[config.mk]
export PLATFORM = sky130hd
export DESIGN_NAME = fc_layer_sequencer
export DESIGN_NICKNAME = d
export VERILOG_FILES = /design/src/rtl/fc_layer_sequencer.sv
export SDC_FILE = /design/constraint.sdc
export NUM_CORES = 2
export LEC_CHECK = 0
export ABC_AREA = 0
export ABC_CLOCK_PERIOD_IN_PS = 3700
export CAP_MARGIN = 20
export CORE_AREA = 2 2 405 407
export CTS_CLUSTER_DIAMETER = 80
export CTS_CLUSTER_SIZE = 28
export DETAILED_ROUTE_END_ITERATION = 8
export DIE_AREA = 0 0 407 409
export PLACE_DENSITY = 0.58
export SYNTH_ARGS = -nofsm -noshare
export SYNTH_HDL_FRONTEND = slang
export SYNTH_SLANG_ARGS = --single-unit
[constraint.sdc]
create_clock -name clk -period 3.7 [get_ports clk]
set_input_delay 0.74 -clock clk [delete_from_list [all_inputs] [get_ports clk]]
set_output_delay 0.74 -clock clk [all_outputs]
set_load 0.02 [all_outputs]
[src/rtl/fc_layer_sequencer.sv]
// fc_layer_sequencer: walks weight rows 0..INPUT_NODES-1 and streams aligned activation beats to a MAC array
module fc_layer_sequencer #(
  parameter int DATA_WIDTH  = 8,
  parameter int INPUT_NODES = 128,
  parameter int ADDR_WIDTH  = 8
) (
  input  logic                              clk,
  input  logic                              rst,
  input  logic                              start,
  input  logic [DATA_WIDTH*INPUT_NODES-1:0] in_vec,
  input  logic                              mac_ready,
  output logic [ADDR_WIDTH-1:0]             w_addr,
  output logic [DATA_WIDTH-1:0]             act,
  output logic                              act_valid,
  output logic                              acc_clear,
  output logic                              last,
  output logic                              busy,
  output logic                              done
);
  localparam int VW = DATA_WIDTH * INPUT_NODES;
  localparam logic [1:0] IDLE  = 2'd0;
  localparam logic [1:0] PRIME = 2'd1;
  localparam logic [1:0] RUN   = 2'd2;
  localparam logic [1:0] DONE  = 2'd3;
  localparam logic [ADDR_WIDTH:0] LAST_IDX = (ADDR_WIDTH+1)'(INPUT_NODES - 1);
  logic [1:0]          state_q, state_d;
  logic [ADDR_WIDTH:0] idx_q, idx_d, idx_inc;
  logic [VW-1:0]       vec_q, vec_d;
  logic                at_last, advance;
  // The latched vector shifts left on every accepted beat, so the current element is always the top slice.
  always_comb begin
    at_last = idx_q == LAST_IDX;
    idx_inc = idx_q + (ADDR_WIDTH+1)'(1);
    advance = state_q == RUN && mac_ready && !at_last;
    state_d = state_q == IDLE ? (start ? PRIME : IDLE) :
              state_q == PRIME ? RUN :
              state_q == RUN ? (mac_ready && at_last ? DONE : RUN) : IDLE;
    idx_d = state_q == IDLE ? '0 : advance ? idx_inc : idx_q;
    vec_d = state_q == IDLE && start ? in_vec : advance ? vec_q << DATA_WIDTH : vec_q;
  end
  always_ff @(posedge clk) begin
    if (rst) begin
      state_q <= IDLE;
      idx_q   <= '0;
      vec_q   <= '0;
    end else begin
      state_q <= state_d;
      idx_q   <= idx_d;
      vec_q   <= vec_d;
    end
  end
  // Holding the address on a stall re-reads the same row so weights stay aligned with act.
  always_comb begin
    w_addr    = state_q == RUN ? (advance ? idx_inc[ADDR_WIDTH-1:0] : idx_q[ADDR_WIDTH-1:0]) : '0;
    act_valid = state_q == RUN;
    act       = act_valid ? vec_q[VW-1 -: DATA_WIDTH] : '0;
    acc_clear = act_valid && idx_q == '0;
    last      = act_valid && at_last;
    busy      = state_q != IDLE;
    done      = state_q == DONE;
  end
endmodule
==> flow_summary.yaml <==
timing:
  whs_ns: 0.459
  hold_viol_final: 0
  rsz0062_at_grt: "no"
  worst-slew-pin-transition_ns: 1.22
  slew_headroom_pct: 18.5
  drv_slew: 0
  timing.setup.tns_ns: 0
  period_share_pct: 95.8
  timing.final.crit_period_ns: 3.54
  clock.fmax_mhz: 282
  setup_viol: 0
  skew_ns: 0.0331
cells_and_area:
  final_cell_area_um2: 59700
  drive_gt1_share_pct: 6.41
  final_common_cell: "clkdlybuf4s50_1"
  layout_common_cells: "clkdlybuf4s50_1 (1039), dfxtp_1 (1035), nand2_1 (1028), nor2_1 (1025), a21oi_1 (968)"
  nets: 7488
  synthToLayoutAreaGrowth_pct: 32.2
  stdcell_count: 8715
power:
  leakagePower_nw: 21.6
  power_density_nw_per_um2: 421
  ir_drop_uv: 376
  power_mw: 25.1
detailed_routing:
  drc_errors: 0
  routedWlPerCell_um: 21.0
  route.vias.total: 44300
  first_iter_violations: 4205
  firstDrtPassIters: 6
  viasPerCell: 5.08
  wirelength_um: 183000
  drtAntennaViolNets: 0
yosys:
  ys_seq_area_share_pct: 45.9
  syn_nets: 6812
  syn_avg_cell_area_um2: 7.81
  synthArstFlopShare_pct: 0
  ys_warn_count: 0
  synthesis.area_um2: 45100
  ys_ff_latch: 1035
  synth_cell_types: 37
  synth_ff_type: "dfxtp_1"
  synth-edff-count: 0
  syn_inst: 5778
placed_design:
  portBuffers: 1048
  dpl_cell_area_um2: 57300
  dp_cells: 8566
  gp_congestion: 0.911
  hpwlAfterDp_um: 130000
clocking:
  clockBufferDepth: 3
  path_clk_slew_ns: 0.11
  cts_root_buf: "clkbuf_16"
  tritoncts: "done"
  insertion_delay_ns: 0.72
  cts_made_buffers: 60
  cts.sinks: 1035
  htreeDepth: 2
setup_path:
  required_ns: 2.96
  cp_slowest_stage_delay_ns: 0.42
  startpoint_type: "register"
  end_kind: "primary output"
  path_class: "reg -> out"
  worstPathCellList: "ha_1 > and4_4 > a2111oi_0 > buf_4 > xnor2_1 > nor2b_1 > clkdlybuf4s15_1"
  cp.arrival_ns: 2.80
  slowest_stage: "a2111oi_0"
  path_max_fanout: 7
global_routing:
  grt-ovfl-total: 0
  grt_max_degree: 201
  grt_usage_pct: 20.7
  grt_pass1_vias: 42400
  grt_pass1_wl_um: 267000
  antenna_found_initial: 53
hold_path:
  hp-class: "reg -> reg"
floorplanning:
  die_area_um2: 166000
  row_count: 148
  start_util_pct: 27.8
  coreArea_um2: 162000
  num_io_pins: 1049
  die_w_um: 407
  die_y_um: 409
job:
  maxCapViolations: 0
status:
  status: "complete, no violations"
-- cell families after synthesis --
group,synth area share [%]
AND/OR/NAND/NOR,17.6
multiplexers,0.0471
buffers and inverters,6.05
adder cells (fa/ha/maj),0.166
AO/OA/AOI/OAI,30.1
XOR/XNOR,0.0970
flip-flops,45.9
-- per-layer routing --
metal  wire [um]  share of wire [%]  vias to the layer above  GRT usage [%]
met3       10000                5.5                      230           2.82
met5         224               0.12                        -              0
li1            -                  -                    21400              -
met4        5590                3.1                       32           7.40
met1       80200                 44                    21200           27.4
met2       87100                 48                     1354           34.2
-- path summary, 6_finish.rpt --
check              startpoint           to  slack [ns]  depth (start not counted)
hold reg to reg   vec_q[1017]  vec_q[1017]        0.46                          2
hold / removal    vec_q[1017]  vec_q[1017]        0.46                          2
setup / recovery     idx_q[0]    w_addr[7]        0.16                          7
setup reg to reg     idx_q[0]   vec_q[393]        0.49                          7
-- metrics by stage --
| stage | utilization, % | worst slack, ns |
|---|---|---|
| floorplan | - | 0.624 |
| global placement | 35.4 | -0.140 |
| detailed placement | 35.4 | -0.166 |
| CTS | 36.7 | 0.0417 |
| global route | 36.8 | 0.00404 |
| finish | 36.8 | 0.155 |
-- registers in the layout (all words and copies together) (netlist names) --
| register | cells |
|---|---|
| state_q | 2 |
| vec_q | 1024 |
| idx_q | 9 |
-- what timing repair did --
item / CTS / global route
setup endpoints to repair: 7 / 3
cloned: 0 / 0
setup buffers: 0 / 0
gates resized for setup: 11 / 3
hold buffers: 0 / 0
-- layout make-up --
type | count | area [um2]
multi-input combinational | 4162 | 21700
tap | 2175 | 2720
antenna | 38 | 95.1
sequential | 1035 | 20700
clock inverter | 47 | 712
inverter | 9 | 33.8
timing repair buffer | 1186 | 12100
fill | 16700 | 102000
clock buffer | 63 | 1520
-- Yosys cell counts, types with 10 or more instances --
master	count	area, um2
a211oi_1	916	6880
a211oi_2	100	1250
a21oi_1	968	4840
a21oi_2	61	534
buf_1	73	274
buf_2	156	781
buf_4	67	503
buf_6	10	113
clkbuf_1	263	987
dfxtp_1	1035	20700
nand2_1	1029	3860
nand3_1	12	60.1
nor2_1	1025	3850
-- worst max-delay path, delay by kind of cell, from the launching register on --
family | cells | cell delay [ns]
adders and majority gates | 1 | 0.27
xor gates and xnor gates | 1 | 0.07
AOI/OAI and AO/OA | 1 | 0.42
DFF | 1 | 0.36
and+or+nand+nor | 2 | 0.47
buffers and inverters | 2 | 0.52
-- power by group --
group,internal (mW),switching [mW]
Clock,3.54,4.70
Combinational,2.04,2.16
Sequential,12.1,0.586
Total,17.7,7.44
Note: power is estimated with default switching activity, not from simulation.
